===== config.mk =====
export PLATFORM = sky130hd
export DESIGN_NAME = vga_timing_gen
export DESIGN_NICKNAME = d
export VERILOG_FILES = /design/src/rtl/vga_pkg.sv /design/src/rtl/vga_axis_fsm.sv /design/src/rtl/vga_timing_gen.sv
export SDC_FILE = /design/constraint.sdc
export NUM_CORES = 1
export LEC_CHECK = 0
export CAP_MARGIN = 40
export CORE_ASPECT_RATIO = 0.8
export CORE_UTILIZATION = 50
export CTS_CLUSTER_DIAMETER = 150
export CTS_CLUSTER_SIZE = 16
export DETAILED_ROUTE_END_ITERATION = 16
export GPL_TIMING_DRIVEN = 0
export PLACE_DENSITY_LB_ADDON = 0.12
export SETUP_SLACK_MARGIN = 0.4
export SLEW_MARGIN = 25
export SYNTH_ARGS = -nofsm -noshare
export SYNTH_HDL_FRONTEND = slang
export SYNTH_HIERARCHICAL = 1
export SYNTH_SLANG_ARGS = --single-unit

===== constraint.sdc =====
create_clock -name clk_25 -period 6.4 [get_ports clk_25]
set_input_delay 1.28 -clock clk_25 [delete_from_list [all_inputs] [get_ports clk_25]]
set_output_delay 1.28 -clock clk_25 [all_outputs]
set_load 0.1 [all_outputs]

===== src/rtl/vga_pkg.sv =====
// Purpose: shared timing defaults, axis state encoding and total-width helper for the VGA generator.
// Latency: n/a (declarations only).
// Backpressure: n/a.
package vga_pkg;

  // 640x480 @ 60 Hz timing, in pixel clocks (horizontal) and lines (vertical).
  localparam int H_VID_DEF = 640;
  localparam int H_FP_DEF  = 16;
  localparam int H_SW_DEF  = 96;
  localparam int H_BP_DEF  = 48;
  localparam int V_VID_DEF = 480;
  localparam int V_FP_DEF  = 10;
  localparam int V_SW_DEF  = 2;
  localparam int V_BP_DEF  = 33;

  // Both axis counters are 10 bits wide, so an axis may be at most 1024 long.
  localparam int CNT_W       = 10;
  localparam int CNT_MAX_TOT = 1 << CNT_W;

  // Segments of one axis, in scan order.
  typedef enum logic [1:0] {
    AX_VIS  = 2'd0,
    AX_FP   = 2'd1,
    AX_SYNC = 2'd2,
    AX_BP   = 2'd3
  } axis_state_t;

  function automatic int axis_total(input int vid, input int fp, input int sw, input int bp);
    return vid + fp + sw + bp;
  endfunction

endpackage


===== src/rtl/vga_axis_fsm.sv =====
// Purpose: one scan axis (horizontal or vertical): position counter plus segment FSM.
// Latency: count/state update on the clock edge where step is high; wrap and state_nxt are same-cycle look-ahead.
// Backpressure: none; the axis advances whenever step is high.
//
// Ports:
//   clk, n_rst  - clock and synchronous active-low reset (count -> 0, state -> AX_VIS)
//   step        - advance by one position on this edge
//   count       - current position, 0 .. total-1
//   state       - segment holding the current position
//   state_nxt   - segment the axis will be in after this edge (lets the parent register
//                 status flags in lock-step with count)
//   wrap        - this edge takes count from total-1 back to 0
module vga_axis_fsm
  import vga_pkg::*;
#(
  parameter int SEG_VID = H_VID_DEF,
  parameter int SEG_FP  = H_FP_DEF,
  parameter int SEG_SW  = H_SW_DEF,
  parameter int SEG_BP  = H_BP_DEF
) (
  input  logic              clk,
  input  logic              n_rst,
  input  logic              step,
  output logic [CNT_W-1:0]  count,
  output axis_state_t       state,
  output axis_state_t       state_nxt,
  output logic              wrap
);

  localparam int TOT = axis_total(SEG_VID, SEG_FP, SEG_SW, SEG_BP);

  // Segment boundaries at counter width; the FSM moves when the next count hits one.
  localparam logic [CNT_W-1:0] FP_START   = CNT_W'(SEG_VID);
  localparam logic [CNT_W-1:0] SYNC_START = CNT_W'(SEG_VID + SEG_FP);
  localparam logic [CNT_W-1:0] BP_START   = CNT_W'(SEG_VID + SEG_FP + SEG_SW);
  localparam logic [CNT_W-1:0] LAST       = CNT_W'(TOT - 1);

  // A zero-width segment would make its start boundary coincide with the next one and
  // the FSM would skip past it and stall, so every segment must be at least one long.
  if (TOT > CNT_MAX_TOT) begin : g_tot_too_big
    $error("vga_axis_fsm: axis total %0d does not fit a %0d-bit counter", TOT, CNT_W);
  end
  if (SEG_VID < 1 || SEG_FP < 1 || SEG_SW < 1 || SEG_BP < 1) begin : g_empty_segment
    $error("vga_axis_fsm: every segment width must be at least 1");
  end

  logic [CNT_W-1:0] count_nxt;

  always_comb begin
    count_nxt = count;
    wrap      = 1'b0;
    state_nxt = state;
    if (step) begin
      if (count == LAST) begin
        count_nxt = '0;
        wrap      = 1'b1;
      end else begin
        count_nxt = count + 1'b1;
      end

      case (state)
        AX_VIS:  if (count_nxt == FP_START)   state_nxt = AX_FP;
        AX_FP:   if (count_nxt == SYNC_START) state_nxt = AX_SYNC;
        AX_SYNC: if (count_nxt == BP_START)   state_nxt = AX_BP;
        AX_BP:   if (wrap)                    state_nxt = AX_VIS;
        default:                              state_nxt = AX_VIS;
      endcase
    end
  end

  always_ff @(posedge clk) begin
    if (!n_rst) begin
      count <= '0;
      state <= AX_VIS;
    end else begin
      count <= count_nxt;
      state <= state_nxt;
    end
  end

endmodule


===== src/rtl/vga_timing_gen.sv =====
// Purpose: VGA raster timing: pixel/line counters, active-low syncs, visible-area and frame-start flags.
// Latency: every output is a register; status flags are decoded from the next count so they line up with it.
// Backpressure: none; free-running at one pixel per clk_25 edge.
//
// Ports:
//   clk_25          - pixel clock
//   n_rst           - synchronous active-low reset
//   horizontal_num  - pixel column, 0 .. HTOT-1
//   vertical_num    - line, 0 .. VTOT-1
//   hsync, vsync    - active-low sync pulses
//   load_enable     - current pixel is in the visible area
//   frame_start     - one-cycle pulse while at pixel (0,0), not during reset
module vga_timing_gen
  import vga_pkg::*;
#(
  parameter int HVID = H_VID_DEF,
  parameter int HFP  = H_FP_DEF,
  parameter int HSW  = H_SW_DEF,
  parameter int HBP  = H_BP_DEF,
  parameter int VVID = V_VID_DEF,
  parameter int VFP  = V_FP_DEF,
  parameter int VSW  = V_SW_DEF,
  parameter int VBP  = V_BP_DEF
) (
  input  logic       clk_25,
  input  logic       n_rst,
  output logic [9:0] horizontal_num,
  output logic [9:0] vertical_num,
  output logic       hsync,
  output logic       vsync,
  output logic       load_enable,
  output logic       frame_start
);

  localparam int HTOT = axis_total(HVID, HFP, HSW, HBP);
  localparam int VTOT = axis_total(VVID, VFP, VSW, VBP);

  if (HTOT > CNT_MAX_TOT || VTOT > CNT_MAX_TOT) begin : g_raster_too_big
    $error("vga_timing_gen: HTOT=%0d / VTOT=%0d exceed the 10-bit counters", HTOT, VTOT);
  end

  logic [CNT_W-1:0] h_count;
  logic [CNT_W-1:0] v_count;
  axis_state_t      h_state;
  axis_state_t      h_state_nxt;
  axis_state_t      v_state;
  axis_state_t      v_state_nxt;
  logic             h_wrap;
  logic             v_wrap;

  // Horizontal axis moves every pixel clock.
  vga_axis_fsm #(
    .SEG_VID (HVID),
    .SEG_FP  (HFP),
    .SEG_SW  (HSW),
    .SEG_BP  (HBP)
  ) u_h_axis (
    .clk       (clk_25),
    .n_rst     (n_rst),
    .step      (1'b1),
    .count     (h_count),
    .state     (h_state),
    .state_nxt (h_state_nxt),
    .wrap      (h_wrap)
  );

  // Vertical axis moves on the same edge the horizontal counter wraps, so line and
  // column change together and are never a cycle apart.
  vga_axis_fsm #(
    .SEG_VID (VVID),
    .SEG_FP  (VFP),
    .SEG_SW  (VSW),
    .SEG_BP  (VBP)
  ) u_v_axis (
    .clk       (clk_25),
    .n_rst     (n_rst),
    .step      (h_wrap),
    .count     (v_count),
    .state     (v_state),
    .state_nxt (v_state_nxt),
    .wrap      (v_wrap)
  );

  assign horizontal_num = h_count;
  assign vertical_num   = v_count;

  // Flags are registered from the look-ahead states rather than decoded from the
  // current ones; the current states are only kept for observability.
  logic unused_states;
  assign unused_states = ^{h_state, v_state};

  // Reset clears load_enable even though both axes sit in their visible segment, so
  // pixel (0,0) straight after reset is blanked; the first released edge lands on (1,0).
  always_ff @(posedge clk_25) begin
    if (!n_rst) begin
      hsync       <= 1'b1;
      vsync       <= 1'b1;
      load_enable <= 1'b0;
      frame_start <= 1'b0;
    end else begin
      hsync       <= (h_state_nxt != AX_SYNC);
      vsync       <= (v_state_nxt != AX_SYNC);
      load_enable <= (h_state_nxt == AX_VIS) && (v_state_nxt == AX_VIS);
      // Both axes wrapping on this edge means the next position is (0,0).
      frame_start <= h_wrap & v_wrap;
    end
  end

endmodule

; Word-level counts from Yosys, hierarchy flattened
; Cells that the tools add are included.
[classes]
n_reduce_logical = 5
mux = 18
n_eq_ne = 16
shifts = 0
addsub = 2
div_mod_pow = 0
bitwise = 1
multipliers = 0
magnitude_cmp = 0
[op_table]
columns = cell, n
row1 = $eq A10 B10 Y1 const B, 5
row2 = $eq A10 B9 Y1 const B, 3
row3 = $mux W10, 3
row4 = $add A10 B1 Y10 const B, 2
row5 = $mux W2, 9
row6 = $pmux W2 S4, 2
row7 = $eq A2 B2 Y1 const B, 4
row8 = $logic_not A2 Y1, 4
row9 = $eq A2 B1 Y1 const B, 2
row10 = $mux W1, 4
row11 = $ne A2 B2 Y1 const B, 2
row12 = $and A1 B1 Y1, 1
row13 = $logic_and A1 B1 Y1, 1
[totals]
output_inout_bits = 24
reg_bits = 28
ramBits = 0
word_cells = 50
latch_bits = 0
memories = 0
romBits = 0

; Longest topological paths before layout
; Gate-level depths: netlist of the first run.
[depth]
depth_word = 9
depth_mapped = 11

; Cells and area by module
; The synthesis of the first run kept the hierarchy.
[by_module_without_submodules]
columns = mod, seq_area_each_um2, area_per_inst_um2, cells_per_inst, instances
row1 = vga_axis_fsm (u_h_axis), 240.2, 970.9, 120, 1
row2 = vga_axis_fsm (u_v_axis), 240.2, 945.9, 119, 1
row3 = vga_timing_gen, 80.1, 123.9, 10, 1

; Worst setup path after synthesis of the first run
; Ideal clock, no wire load.
[synth_path]
kind = flip-flop to flip-flop
from = register u_h_axis.count[0]
to = register load_enable
stages_incl_launch_ff = 12
arrival_ns = 3.311
setup_slack_ns = 2.962
path_buffers = 2
setup_time_ns = 0.128
required_ns = 6.272
cell_sequence = dfxtp_1 > ha_1 > clkbuf_1 > nand4_1 > nor4_1 > buf_2 > nand2_1 > nor3_1 > or3b_1 > a31oi_2 > a221o_1 > nor4_2
[synth_via]
elab_cells_between_ends = 16
[synth_lines]
columns = item, line_no
row1 = start: declaration, vga_axis_fsm.sv:24  ; output logic [CNT_W-1:0] count,
row2 = start signal: assignment, vga_axis_fsm.sv:76  ; count <= count_nxt;
row3 = $eq A10 B10 Y1, vga_axis_fsm.sv:54  ; if (count == LAST) begin
row4 = $mux W1, vga_axis_fsm.sv:54
row5 = net h_wrap, vga_timing_gen.sv:48  ; logic h_wrap;
row6 = $mux W2, vga_axis_fsm.sv:53  ; if (step) begin
row7 = net v_state_nxt[0], vga_timing_gen.sv:47  ; axis_state_t v_state_nxt;
row8 = $logic_not A2 Y1, vga_timing_gen.sv:103  ; load_enable <= (h_state_nxt == AX_VIS) && (v_state_nxt == AX_VIS);
row9 = $logic_and A1 B1 Y1, vga_timing_gen.sv:103
row10 = end signal: assignment, vga_timing_gen.sv:103
row11 = end: declaration, vga_timing_gen.sv:31  ; output logic load_enable,
; The timed path passes the listed nets, and every way through them passes these cells.
; A chain may end at the register's enable or synchronous reset.

; Final worst setup path of the first run
[layout_path]
from = register u_h_axis.count[0]
to = register vsync
[layout_via]
elab_chain_len = 4
[layout_lines]
columns = item, line_no
row1 = $eq A10 B10 Y1, vga_axis_fsm.sv:54
row2 = $mux W1, vga_axis_fsm.sv:54
row3 = net h_wrap, vga_timing_gen.sv:48
row4 = $mux W2, vga_axis_fsm.sv:53
row5 = net v_state_nxt[0], vga_timing_gen.sv:47
row6 = $ne A2 B2 Y1, vga_timing_gen.sv:102  ; vsync <= (v_state_nxt != AX_SYNC);
row7 = end signal: assignment, vga_timing_gen.sv:102
row8 = end: declaration, vga_timing_gen.sv:30  ; output logic vsync,
; The timed path passes the listed nets, and every way through them passes these cells.

==> results of run 1 <==
## path summary, 6_finish.rpt
path,startpoint,slack (ns),end,cells past startpoint
setup / recovery,u_h_axis/count[0]$_SDFFE_PN0P_,3.21,vsync$_SDFF_PN1_,11
hold / removal,u_v_axis/count[9]$_SDFFE_PN0P_,0.59,u_v_axis/count[9]$_SDFFE_PN0P_,2
setup reg to reg,u_h_axis/count[0]$_SDFFE_PN0P_,3.21,vsync$_SDFF_PN1_,11
hold reg to reg,u_v_axis/count[9]$_SDFFE_PN0P_,0.59,u_v_axis/count[9]$_SDFFE_PN0P_,2
## flip-flops by register name, summed over array words and instances, names as in the netlist
register and flops:
u_h_axis/count 10, u_v_axis/count 10, u_h_axis/state 2, u_v_axis/state 2, frame_start 1, hsync 1, load_enable 1, vsync 1
## worst max-delay path: cells and delay by family (launching register included)
| family | cells | cell delay (ns) |
|---|---|---|
| flops | 1 | 0.50 |
| simple gates | 6 | 1.49 |
| fa+ha+maj | 1 | 0.19 |
| buf+inv | 2 | 0.57 |
| compound gates | 2 | 0.36 |
## cells by family after synthesis
kind of cell,count (synthesis),share of synthesized area
fa+ha+maj,4,0.0245
compound gates,63,0.237
simple gates,114,0.335
xor+xnor,10,0.0466
mux,2,0.00981
flops,28,0.275
other cells,1,0.00184
buf+inv,27,0.0699
## through the flow
stage | total power, mW | std cells
4_1_cts | 0.306 | 358
3_3_place_gp | 0.205 | 331
5_1_grt | 0.314 | 358
2_1_floorplan | 0.200 | 251
3_5_place_dp | 0.210 | 355
6_report | 0.302 | 358
## layer usage
layer / up-vias / track usage / routed length (um)
met1: 926 / 0.372 / 2630
met5: - / 0 / 0
met3: 4 / 0.0476 / 314
li1: 1025 / - / -
met4: 0 / 0.0467 / 42
met2: 61 / 0.369 / 2140
## power breakdown
group | switching [mW] | internal, mW | leakage (nW) | total [mW]
clock network | 0.0533 | 0.0423 | 0.0216 | 0.0956
registers | 0.00208 | 0.175 | 0.226 | 0.177
logic | 0.0195 | 0.00991 | 0.699 | 0.0294
## final cells by class
type | count | area [um2] | area share
well taps | 55 | 68.8 | 0.0249
plain buffers | 19 | 113 | 0.0407
multi-input cells | 196 | 1350 | 0.486
repair buffers | 49 | 611 | 0.221
inverters | 8 | 30.0 | 0.0108
clock buffers | 3 | 41.3 | 0.0149
flip-flops and latches | 28 | 561 | 0.202
## layout by cell type (no fill, tap or decap), types with 3 or more instances in the layout
cell / netlist / routed
dfxtp_1: 28 / 28
clkdlybuf4s50_1: 0 / 25
buf_8: 0 / 24
nand2_1: 19 / 19
nor2_1: 18 / 18
nor3_1: 12 / 12
a21oi_1: 11 / 11
o21ai_0: 11 / 11
inv_1: 8 / 8
clkbuf_1: 7 / 7
a21boi_0: 7 / 7
nand3_1: 7 / 7
nand4_1: 7 / 7
and2_1: 7 / 7
buf_4: 6 / 6
nand2b_1: 5 / 5
nor2b_1: 5 / 5
a31oi_1: 5 / 5
xnor2_1: 5 / 5
and3_1: 4 / 4
nor4_1: 4 / 4
xor2_1: 4 / 4
ha_1: 4 / 4
nand3b_1: 3 / 3
clkbuf_8: 0 / 3
buf_2: 3 / 3
o22ai_1: 3 / 3
conb_1: 1 / 3
or3_1: 3 / 3
nand4b_1: 3 / 3
==> results.yml, run 1 <==
floorplanning:
  core_um2: 3850
  die_w_um: 73.4
  die_height_um: 59.1
  initial_core_util: 0.530
  die-area_um2: 4340
  ios: 26
  num_rows: 20
critical_path:
  critPathLaunchType: "flip-flop"
  worstPathRequired_ns: 6.61
  worstPathCellList: "ha_1 -> clkbuf_1 -> nand4_1 -> nor4_1 -> buf_2 -> nand2_1 -> nor3_1 -> or3b_1 -> a31oi_2 -> a221o_1 -> nand3b_1"
  slowest_stage: "dfxtp_1"
  worst_setup_path_end_kind: "flip-flop"
  slowest_delay_ns: 0.50
  critPathKind: "flip-flop to flip-flop"
  crit_fanout: 9
  cp.arrival_ns: 3.40
logic_synthesis:
  yosysMostFrequentCell: "dfxtp_1"
  synth_edf_count: 0
  yosysTopAreaCell: "dfxtp_1"
  synth_cells: 249
  synth_top_area_share: 0.275
  synth_top_flop_cell: "dfxtp_1"
  yosysSeqAreaShare: 0.275
  synth_seq_cells: 28
  netlist_top_cells_area: "dfxtp_1 (27%), nand2_1 (3.5%), nor2_1 (3.3%)"
  synth_common_cells: "dfxtp_1 (28), nand2_1 (19), nor2_1 (18), nor3_1 (12)"
  yosys_warnings: 6
  async_reset_ff_frac: 0
  ys_types: 65
  synth_area_um2: 2040
  syn_area_per_cell_um2: 8.20
timing:
  fin_crit_ns: 3.19
  final.setup.tns_ns: 0
  slew_headroom: 0.481
  hold_viol: 0
  whs_ns: 0.594
  finalSetupViolations: 0
  slew_viol_final: 0
  clock_skew_ns: 0.00336
  fin_crit_sh: 0.498
  max_freq_mhz: 314
  tightestPinTransition_ns: 0.773
  grt_setup_unrepaired: "no"
  fin_ws_ns: 3.21
detailed_routing:
  dr.first_iter.drc_count: 171
  routed-via-count: 2016
  dr.pass1.iters: 4
  vias_per_cell: 5.63
  drc: 0
  wl_per_cell_um: 14.3
  ant_nets: 0
  wirelength_mm: 5.13
finish:
  final_core_util: 0.719
  num-fill-cells: 320
  syn2layout_area_growth_pct: 35.7
  postLayoutCellArea_um2: 2770
  n_antenna_cell: 0
  drive_above_1_share: 0.182
  fin_nets: 311
clock_network:
  h-tree-depth: 1
  path_clk_slew_ns: 0.09
  numCtsBuffers: 3
  cts_max_path_buffers: 2
  cts_resized: 0
  cts_tree: "yes"
  post_cts_buffers: 0
  holdBufCountCts: 0
  cts_sinks: 28
  clk_latency_ns: 0.27
  ctsRootBufferMaster: "clkbuf_8"
place:
  dp_slack_ns: 3.25
  io_buffer_count: 25
  dpl-instance-area_um2: 2730
  post-dp-hpwl_mm: 3.77
  routabilityCongestion: 0.881
min_path:
  hp-class: "flip-flop to flip-flop"
job:
  cap_viol_max_count: 0
run_status:
  status: "complete, no violations"
grt:
  grt_pass1_wl_mm: 8.30
  antenna_found_initial: 0
  grt-ovfl-total: 0
  grt.total_usage: 0.248
  grt_pass1_vias: 1766
  grt_max_degree: 15
power:
  p_leak_nw: 0.947
  power.density_nw_per_um2: 109
  ir_drop_v: 0.0000821
No activity file was read; power rests on OpenSTA's default activity.
==> inputs of run 2 (changes only) <==
- clock period: 6.4 -> 3.3 ns (I/O delays scaled with it)
==> run 2 against run 1 <==
Via count up 3.2%; worst setup slack got worse by 2.6 ns; utilization grew 2.0 points; non-clock buffer count is 4 higher; global-route usage increased by 1.1 points; largest cell class unchanged.
==> results.yml, run 2 (same netlist as run 1, synthesis figures left out) <==
run_status:
  status: "complete, no violations"
floorplanning:
  ios: 26
  die_w_um: 73.4
  die_height_um: 59.1
  core_um2: 3850
  initial_core_util: 0.530
  num_rows: 20
  die-area_um2: 4340
power:
  ir_drop_v: 0.000285
  pwr-share-clk: 0.324
  p_leak_nw: 0.989
  p_seq_frac: 0.578
  combPwrFrac: 0.098
  p_int_uw: 444
  net-switching-power_uw: 148
  power.density_nw_per_um2: 208
  swShare: 0.249
detailed_routing:
  routed-via-count: 2080
  dr.first_iter.drc_count: 143
  drc: 0
  ant_nets: 0
  wl_per_cell_um: 14.5
  dr.pass1.iters: 4
  vias_per_cell: 5.73
  wirelength_mm: 5.25
place:
  dpl-instance-area_um2: 2750
  post-dp-hpwl_mm: 3.90
  routabilityCongestion: 0.835
  io_buffer_count: 25
timing:
  finalSetupViolations: 0
  fin_crit_sh: 0.800
  clock_skew_ns: 0.00151
  fin_crit_ns: 2.64
  max_freq_mhz: 379
  tightestPinTransition_ns: 0.873
  hold_viol: 0
  final.setup.tns_ns: 0
  grt_setup_unrepaired: "no"
  slew_headroom: 0.413
  slew_viol_final: 0
finish:
  drive_above_1_share: 0.231
  reg_top3: "u_h_axis/count (10), u_v_axis/count (10)"
  num-fill-cells: 306
  final_common_cell: "clkdlybuf4s50_1"
  postLayoutCellArea_um2: 2850
  regArea_um2: 583
  n_antenna_cell: 0
  multi_input_area_um2: 1360
  syn2layout_area_growth_pct: 39.5
  fin_nets: 315
  final_cell_mix: "clkdlybuf4s50_1 (25), buf_8 (24), nand2_1 (19)"
critical_path:
  critPathKind: "flip-flop to flip-flop"
  crit_fanout: 9
  worstPathRequired_ns: 3.46
  worst_setup_path_end_kind: "flip-flop"
  cp.arrival_ns: 2.80
  critPathLaunchType: "flip-flop"
job:
  cap_viol_max_count: 0
clock_network:
  cts_max_path_buffers: 2
  path_clk_slew_ns: 0.09
  ctsRootBufferMaster: "clkbuf_8"
  cts_tree: "yes"
  numCtsBuffers: 3
  cts_sinks: 28
  clk_latency_ns: 0.27
  h-tree-depth: 1
  holdBufCountCts: 0
grt:
  grt_pass1_wl_mm: 8.68
  grt_pass1_vias: 1827
  grt-ovfl-total: 0
  grt.total_usage: 0.259
  antenna_found_initial: 0
  grt_max_degree: 16
min_path:
  hp-class: "flip-flop to flip-flop"
==> run 2: cell count changes in the layout (fill, tap and decap cells not counted), sizes merged <==
cell	delta
buf	+4
clkbuf	+1
==> run 2: cell type report <==
class,count,share of cell area
Multi-Input combinational cell,196,0.479
Timing Repair Buffer,53,0.225
Sequential cell,28,0.205
Buffer,19,0.0409
Tap cell,55,0.0242
Clock buffer,4,0.0158
Inverter,8,0.0105
==> run 2: repair_timing <==
| item | in CTS | in global routing |
|---|---|---|
| setup endpoints to repair | 3 | 4 |
| endpoints found under the hold margin | 0 | 0 |
| gates resized for setup | 2 | 4 |
| gates cloned | 0 | 0 |
| pin swaps | 1 | 0 |
| buffers inserted | 4 | 0 |
==> run 2: path summary, 6_finish.rpt <==
| path | endpoint | slack, ns | start | depth (start not counted) |
|---|---|---|---|---|
| worst min register to register | u_h_axis/count[7]$_SDFFE_PN0P_ | 0.57 | u_h_axis/count[7]$_SDFFE_PN0P_ | 2 |
| worst min-delay path | u_h_axis/count[7]$_SDFFE_PN0P_ | 0.57 | u_h_axis/count[7]$_SDFFE_PN0P_ | 2 |
| worst max register to register | load_enable$_SDFF_PN0_ | 0.66 | u_h_axis/count[6]$_SDFFE_PN0P_ | 10 |
| worst max-delay path | load_enable$_SDFF_PN0_ | 0.66 | u_h_axis/count[6]$_SDFFE_PN0P_ | 10 |
==> run 2: per-layer routing <==
metal	up-vias	wire length (um)	GRT usage
met5	-	0	0
met4	0	18	0.0357
met3	2	205	0.0425
met2	51	2320	0.399
met1	989	2700	0.388
li1	1038	-	-
==> run 2: power by group through the flow <==
stage                     clock network [mW]  logic, mW  registers [mW]
after global placement                     0     0.0467           0.350
after detailed placement                   0     0.0558           0.350
after floorplan                            0     0.0168           0.368
after CTS                              0.201     0.0561           0.342
after global routing                   0.212     0.0612           0.343
final                                  0.192     0.0578           0.342
==> run 2: per-stage QoR <==
stage | setup slack [ns] | power (mW) | cells | hold WS [ns] | utilization
after global placement | 0.324 | 0.396 | 331 | 0.544 | 0.620
after detailed placement | 0.227 | 0.406 | 355 | 0.560 | 0.714
after floorplan | 0.402 | 0.385 | 251 | 0.555 | -
after CTS | 0.457 | 0.599 | 363 | 0.576 | 0.735
final | 0.659 | 0.592 | 363 | 0.575 | 0.739
after global routing | 0.508 | 0.617 | 363 | 0.587 | 0.739
==> run 2: worst max-delay path: stages, from the launching register on <==
cell and delay (ns):
dfxtp_4 0.35, buf_4 0.16, or4b_4 0.57, nor4_4 0.18
buf_4 0.17, nand2_1 0.06, nor3_1 0.20, or3b_1 0.38
a31oi_2 0.21, a221o_1 0.18, nor4_2 0.06
